**src/rtl/hier_leaf_pkg.sv**
```systemverilog
// hier_leaf_pkg
//   Shared types and default sizes for the leaf skid stages that sit below
//   the fan-out hierarchy nodes.
//   - skid_state_t : occupancy state of a leaf (EMPTY / ONE / FULL)
//   - LEAF_WIDTH   : default payload width used by parents when instantiating
//   - LEAF_CNT_W   : default transfer counter width used by parents
package hier_leaf_pkg;

  typedef enum logic [1:0] {
    EMPTY = 2'd0,
    ONE   = 2'd1,
    FULL  = 2'd2
  } skid_state_t;

  localparam int LEAF_WIDTH = 8;
  localparam int LEAF_CNT_W = 16;

endpackage

```
**src/rtl/hier_leaf_skid_stage.sv**
```systemverilog
// hier_leaf_skid_stage
//   Two-entry skid buffer with registered handshakes on both sides and a
//   wrapping count of completed output transfers.
// Ports:
//   clk        - clock, all state changes on the rising edge
//   rst        - synchronous active-high reset
//   in_valid   - upstream offers in_data
//   in_ready   - stage can take a word this cycle (registered)
//   in_data    - upstream payload
//   out_valid  - out_data holds a valid word (registered)
//   out_ready  - downstream takes the word this cycle
//   out_data   - downstream payload (registered, from the main register)
//   xfer_count - completed output transfers, modulo 2^CNT_W
//   busy       - at least one word is held
module hier_leaf_skid_stage
  import hier_leaf_pkg::*;
#(
  parameter int WIDTH = LEAF_WIDTH,
  parameter int CNT_W = LEAF_CNT_W
) (
  input  logic             clk,
  input  logic             rst,
  input  logic             in_valid,
  output logic             in_ready,
  input  logic [WIDTH-1:0] in_data,
  output logic             out_valid,
  input  logic             out_ready,
  output logic [WIDTH-1:0] out_data,
  output logic [CNT_W-1:0] xfer_count,
  output logic             busy
);

  localparam logic [CNT_W-1:0] CNT_ONE = {{(CNT_W-1){1'b0}}, 1'b1};

  skid_state_t      r_state;
  logic             r_in_ready;
  logic             r_out_valid;
  logic [WIDTH-1:0] r_main;
  logic [WIDTH-1:0] r_skid;
  logic [CNT_W-1:0] r_count;

  logic w_accept;
  logic w_emit;
  logic w_main_from_in;
  logic w_main_from_skid;
  logic w_skid_load;

  // Handshakes only look at the registered ready/valid flags, so neither
  // output depends combinationally on in_valid or out_ready.
  assign w_accept = in_valid & r_in_ready;
  assign w_emit   = r_out_valid & out_ready;

  // Data-path load enables, decoded from the current state and handshakes.
  always_comb begin
    w_main_from_in   = 1'b0;
    w_main_from_skid = 1'b0;
    w_skid_load      = 1'b0;
    case (r_state)
      EMPTY: w_main_from_in = w_accept;
      ONE: begin
        // Accept while emitting replaces main; accept while stalled spills to skid.
        w_main_from_in = w_accept & w_emit;
        w_skid_load    = w_accept & ~w_emit;
      end
      FULL:    w_main_from_skid = w_emit;
      default: ;
    endcase
  end

  // Control FSM with registered handshake outputs and the transfer counter.
  always_ff @(posedge clk) begin
    if (rst) begin
      r_state     <= EMPTY;
      r_in_ready  <= 1'b1;
      r_out_valid <= 1'b0;
      r_count     <= '0;
    end else begin
      if (w_emit) begin
        r_count <= r_count + CNT_ONE;
      end
      case (r_state)
        EMPTY: begin
          if (w_accept) begin
            r_state     <= ONE;
            r_out_valid <= 1'b1;
            r_in_ready  <= 1'b1;
          end
        end
        ONE: begin
          if (w_accept && !w_emit) begin
            r_state     <= FULL;
            r_out_valid <= 1'b1;
            r_in_ready  <= 1'b0;
          end else if (!w_accept && w_emit) begin
            r_state     <= EMPTY;
            r_out_valid <= 1'b0;
            r_in_ready  <= 1'b1;
          end
        end
        FULL: begin
          // in_ready is low here, so only an emit can change occupancy.
          if (w_emit) begin
            r_state     <= ONE;
            r_out_valid <= 1'b1;
            r_in_ready  <= 1'b1;
          end
        end
        default: begin
          r_state     <= EMPTY;
          r_out_valid <= 1'b0;
          r_in_ready  <= 1'b1;
        end
      endcase
    end
  end

  // Payload registers carry no reset; their contents only matter while the
  // state marks them as occupied.
  always_ff @(posedge clk) begin
    if (w_main_from_in) begin
      r_main <= in_data;
    end else if (w_main_from_skid) begin
      r_main <= r_skid;
    end
    if (w_skid_load) begin
      r_skid <= in_data;
    end
  end

  assign in_ready   = r_in_ready;
  assign out_valid  = r_out_valid;
  assign out_data   = r_main;
  assign xfer_count = r_count;
  assign busy       = (r_state != EMPTY);

endmodule

```
**config.mk**
```make
export PLATFORM = sky130hd
export DESIGN_NAME = hier_leaf_skid_stage
export DESIGN_NICKNAME = d
export VERILOG_FILES = /design/src/rtl/hier_leaf_pkg.sv /design/src/rtl/hier_leaf_skid_stage.sv
export SDC_FILE = /design/constraint.sdc
export NUM_CORES = 1
export LEC_CHECK = 0
export BUFFER_PORTS_ARGS = -buffer_cell sky130_fd_sc_hd__buf_2
export CAP_MARGIN = 20
export CORE_MARGIN = 1
export CORE_UTILIZATION = 25
export DETAILED_ROUTE_END_ITERATION = 12
export PLACE_DENSITY = 0.56
export SYNTH_ARGS = -nofsm -noshare
export SYNTH_HDL_FRONTEND = slang
export SYNTH_SLANG_ARGS = --single-unit
```
**constraint.sdc**
```tcl
create_clock -name clk -period 2.5 [get_ports clk]
set_input_delay 0.5 -clock clk [delete_from_list [all_inputs] [get_ports clk]]
set_output_delay 0.5 -clock clk [all_outputs]
set_load 0.01 [all_outputs]
```
# Yosys cells after proc, flatten, opt, wreduce, memory -nomap -nowiden
# Index checks and enable logic that the tools add are counted.
# Widths: inputs -> output; s select.
# op_classes
addsub,1
n_eq_ne,5
n_mux,18
n_bitwise,5
n_reduce_logical,8
# ops
operator,count
$add 16x1->16 const B,1
$mux 8,2
$mux 1,8
$mux 2,4
$pmux 1 s3,2
$pmux 2 s3,1
$and 1x1->1,4
$ne 2x2->1 const B,2
$reduce_bool 2->1,2
$ne 3x3->1 const B,1
$reduce_and 3->1,1
$eq 2x1->1 const B,1
$eq 2x2->1 const B,1
$logic_and 1x1->1,2
$logic_not 1->1,2
$logic_not 2->1,1
$pmux 1 s2,1
$not 1->1,1
# word_totals
register_bits,36
in_bits,12
out_inout_bits,27
elab_cells,43

# Depth between registers and ports, before layout
# logic_depth
ltp_word,6
mapped_depth,6
depth_no_buf,6

# Worst setup path before layout
# No wires, ideal clock.
# synth_timing
path_type,in2reg
startpoint,in out_ready
endpoint,reg r_count[15] (netlist: xfer_count[15])
setup_time_ns,0.071
arrival_ns,1.761
required_ns,2.429
slack_ns,0.668
path_stages,4
n_path_buf,0
cell_sequence,nand4_2 or4_4 or4_1 a21oi_1
# synth_via
elab_chain_cells,1
# synth_rtl
element,line_no,text
from (decl),hier_leaf_skid_stage.sv:27,"input logic out_ready,"
$and 1x1->1,hier_leaf_skid_stage.sv:51,assign w_emit = r_out_valid & out_ready;
to (signal assigned),hier_leaf_skid_stage.sv:79,r_count <= r_count + CNT_ONE;
to (decl),hier_leaf_skid_stage.sv:40,logic [CNT_W-1:0] r_count;
# Every way passes these cells.
# A chain may end at the register's enable or synchronous reset.

# Worst setup path after layout
# layout_timing
startpoint,reg r_out_valid (netlist: out_valid)
endpoint,reg r_count[15] (netlist: xfer_count[15])
# layout_via
elab_chain_cells,1
# layout_rtl
element,line_no,text
from (decl),hier_leaf_skid_stage.sv:37,logic r_out_valid;
from (signal assigned),hier_leaf_skid_stage.sv:75,r_out_valid <= 1'b0;
from (signal assigned),hier_leaf_skid_stage.sv:85,r_out_valid <= 1'b1;
from (signal assigned),hier_leaf_skid_stage.sv:92,r_out_valid <= 1'b1;
$and 1x1->1,hier_leaf_skid_stage.sv:51,
# Every way passes these cells.

==> results.txt <==
* Initial detailed-routing violation count: 45
- Entering global routing, the biggest net connects 22 pins.
* Cell type of the slowest stage on the worst timing path: sky130_fd_sc_hd__or4_4
- The final-report hold violation count came to 0.
* Initial core utilization: around a quarter
- The root buffer cell chosen for the clock tree is sky130_fd_sc_hd__clkbuf_8.
- At the worst endpoint, the arrival time is ~2.1 ns.
- Critical path class: reg2reg
- Synth Area in Compound Gates: ~8.6%
* Total setup buffers inserted after CTS: 0
* Pwr Density: 696 nW/um^2
- Sequential share of the synthesized area: between 50 and 60%
- Detailed placement ended at an HPWL of 2270 um.
- Global routing used between 10% and 20% of the available tracks across all layers.
- Sink of the worst hold path: r_skid[5]
- Synthesized-area fraction occupied by adder cells: about 1.6%
- Worst-case vdd ir drop: between 0.00015 and 0.0002 V
* Largest family of logic cells by synthesized area: simple AND/OR/NAND/NOR gates
* Number of resized instances in the post-cts repair step: 0
* Period Utilization, post-route: slightly below 80%
- Num Clock Sinks: 36
- Along the worst hold path, the cell count comes to 1.
- Startpoint kind of the worst setup timing path: flip-flop
- For this run, asynchronously set or reset flops after synthesis account for 0%.
- Of the post-synthesis cell area, the dominant cell type holds roughly 31%.
- The clock reaches the later pin of the worst-skew pair after roughly 0.28 ns.
- The floorplan step defined a die boundary enclosing about 6500 sq um.
* Global-route congestion overflow total: 0
- The highest metal layer carrying signal wires in the routed design is met4.
* Wire length on met1: 1540 um
- Hold repair after CTS inserted 0 buffers.
- The number of pins exceeding their max-slew limit in the final report came to 0.
* Final setup violation count: 0
- Cell area after synthesis: 1540 sq um
- P&R area growth vs syn: 25.7%
* Capture point of the worst reg-to-reg path: xfer_count[15]
* Min Hold Slack: ~0.41 ns
* Sum of met2 wire segment lengths after detailed routing: 1430 um
- Number of antenna violations at the first check in global routing: 0
- For this run, the top clock speed supported by timing is about 0.52 GHz.
- The cell family contributing the most delay on the critical path is simple AND/OR/NAND/NOR gates.
* Worst setup slack for register-to-register paths: between 0.5 and 0.6 ns
* Fraction of synthesized cell area in xor and xnor cells: 5.12%
- Number of detailed-routing iterations run before antenna repair: 4
* Global-route wire length before repair: between 5000 and 6000 um
* Unrepaired setup endpoints after global routing: no
* Layout Nets: just under 200
- TritonCTS clock tree: yes
* Type of the worst min-delay path: in2reg
- The critical path goes through nand4_2, or4_4, or4_1, a21oi_1.
- Slew headroom: between 60 and 70%
- Run status: finished clean
- Detailed-route vias per instance: 4.48
* Number of instances in the synthesized netlist: ~140
- In the synthesized netlist, mux cells make up slightly below 6% of the area.
- Post-route clock skew: between 0.004 and 0.005 ns
- The clock period could shrink to 1.92 ns.
- Yosys Warn Count: 0
* Critical path endpoint category: flip-flop
- Final routed wirelength across all metal layers: around 3100 um
- At the end of routability-driven placement, the weighted congestion stood at between 0.7 and 0.8.
* Vias post-DR: about 1,200
- Number of global-route vias before repair: 1,119
- The synthesized design spends more area on one cell type than any other, namely sky130_fd_sc_hd__edfxtp_1.
- At the pin with the least slew margin, the transition time is a little over 0.5 ns.
* Number of antenna diodes: 0
* Clock-pin slew of the registers on the worst-case setup and hold paths: 0.07 ns
- Measured in cells, the most critical reg-to-reg path has a length of 4.
* Post-Synthesis Mean Instance Area: roughly 11 sq um
* Height of the die: a little over 80 um
- Synth Flop Type: sky130_fd_sc_hd__dfxtp_1
- Net count after synthesis: between 150 and 200
* Top cell types by occurrence after synthesis: sky130_fd_sc_hd__dfxtp_1 (20), sky130_fd_sc_hd__edfxtp_1 (16), sky130_fd_sc_hd__nor2_1 (13), sky130_fd_sc_hd__a21oi_1 (9), sky130_fd_sc_hd__xnor2_1 (9)
- Number of enable-type register cells in the synthesized netlist: 16
- Drt drc: 0
* Floorplan row count: 28
- MaxCap Viol Count: 0
- Final-layout setup total negative slack: 0 ns
* Cell with the most instances after synthesis: sky130_fd_sc_hd__dfxtp_1
- Pin placement for this block handled 39 I/O pins.
* Critical Path RT: approximately 2.7 ns
* Post-DR wirelength/cell: roughly 12 um
- By area the synthesized netlist is led by sky130_fd_sc_hd__edfxtp_1 (31%), sky130_fd_sc_hd__dfxtp_1 (26%), sky130_fd_sc_hd__mux2_2 (5.9%).
- Once detail routing completed, the nets flagged for antenna violations numbered 0.
* Leakage power of the design: 0.000713 uW
- Met3 wirelength from detailed routing: about 140 um
* Horizontal die dimension: roughly 80 um
* Number of library cell types mapped by synthesis: 35
- Launch instance of the worst min-delay path: in_data[5]
* IO buf count: 38
* Proportion of layout cells with a drive suffix above 1: roughly a third
- Maximum cell stage delay along the critical path: about 0.55 ns
- Number of buffers created by CTS: 5
* Deepest clock path buffer count: 2
- Crit Path Max Fanout: 6
* Core region area: approximately 5900 sq um
- Number of levels in the clock H-tree: 2
- Area fraction in and, or, nand and nor cells after synthesis: 19.3%
* Buf/Inv on CP: 0
- The startpoint identified for the worst register-to-register timing path is out_valid.
- After synthesis the netlist holds a flip-flop and latch count of 36.
-- per-layer routing --
layer / vias to the layer above / GRT usage [%]
li1: 594 / -
met1: 542 / 13.8
met2: 23 / 16.6
met3: 2 / 2.84
met4: 0 / 4.29
met5: - / 0
-- kinds of logic (layout without fill, tap and decap cells) --
family | after synthesis | count (layout)
flip-flops | 36 | 36
multiplexers | 8 | 8
AND/OR/NAND/NOR | 53 | 53
XOR/XNOR | 9 | 9
adder cells (fa/ha/maj) | 2 | 2
buffers and inverters | 9 | 54
AO/OA/AOI/OAI | 22 | 22
-- flip-flops by register name, summed over array words and instances, names as in the netlist --
name,count
xfer_count,16
out_data,8
r_skid,8
r_state,2
in_ready,1
out_valid,1
-- worst max path at each step --
stage,start,to,cells after the start
2_1_floorplan,out_ready,xfer_count[15],4
3_3_place_gp,out_ready,xfer_count[15],5
3_5_place_dp,out_ready,xfer_count[15],5
4_1_cts,out_valid,xfer_count[15],4
5_1_grt,out_valid,xfer_count[15],4
6_report,out_valid,xfer_count[15],4
-- layout by cell type, fill, tap and decap left out, types with 2 or more instances in the layout --
cell type                  count
sky130_fd_sc_hd__a21oi_1       9
sky130_fd_sc_hd__nor2_1       13
sky130_fd_sc_hd__inv_1         6
sky130_fd_sc_hd__o21ai_0       5
sky130_fd_sc_hd__mux2_2        8
sky130_fd_sc_hd__o31ai_1       2
sky130_fd_sc_hd__edfxtp_1     16
sky130_fd_sc_hd__nand4_1       2
sky130_fd_sc_hd__and2_1        3
sky130_fd_sc_hd__dfxtp_1      20
sky130_fd_sc_hd__buf_4         2
sky130_fd_sc_hd__ha_1          2
sky130_fd_sc_hd__nand3_1       5
sky130_fd_sc_hd__nor4_1        3
sky130_fd_sc_hd__xnor2_1       9
sky130_fd_sc_hd__nor3_1        2
sky130_fd_sc_hd__buf_2        38
sky130_fd_sc_hd__a211oi_1      2
sky130_fd_sc_hd__nand2_1       8
sky130_fd_sc_hd__or3_1         4
sky130_fd_sc_hd__nor2b_1       2
sky130_fd_sc_hd__clkbuf_8      5
-- through the flow --
step / total power [uW] / util (%) / worst slack [ns] / instances / instance area (sq um)
2_1_floorplan: 801 / - / 0.668 / 139 / 1540
3_3_place_gp: 867 / 30.9 / 0.482 / 251 / 1830
3_5_place_dp: 870 / 30.9 / 0.424 / 251 / 1830
4_1_cts: 1380 / 32.7 / 0.572 / 259 / 1930
5_1_grt: 1420 / 32.7 / 0.427 / 259 / 1930
6_report: 1350 / 32.7 / 0.576 / 259 / 1930
-- final cells by class --
class,count,area (sq um)
flip-flops and latches,36,881
well taps,75,93.8
repair buffers,40,205
inverters,6,22.5
multi-input cells,94,624
clock inverters,2,35.0
fillers,613,3990
clock buffers,6,72.6
-- report_power, final --
part / total (uW) / internal [uW] / switching (uW)
combinational: 169 / 76.0 / 92.5
sequential: 682 / 661 / 21.7
clock: 496 / 296 / 200
No activity file was read; power rests on OpenSTA's default activity.
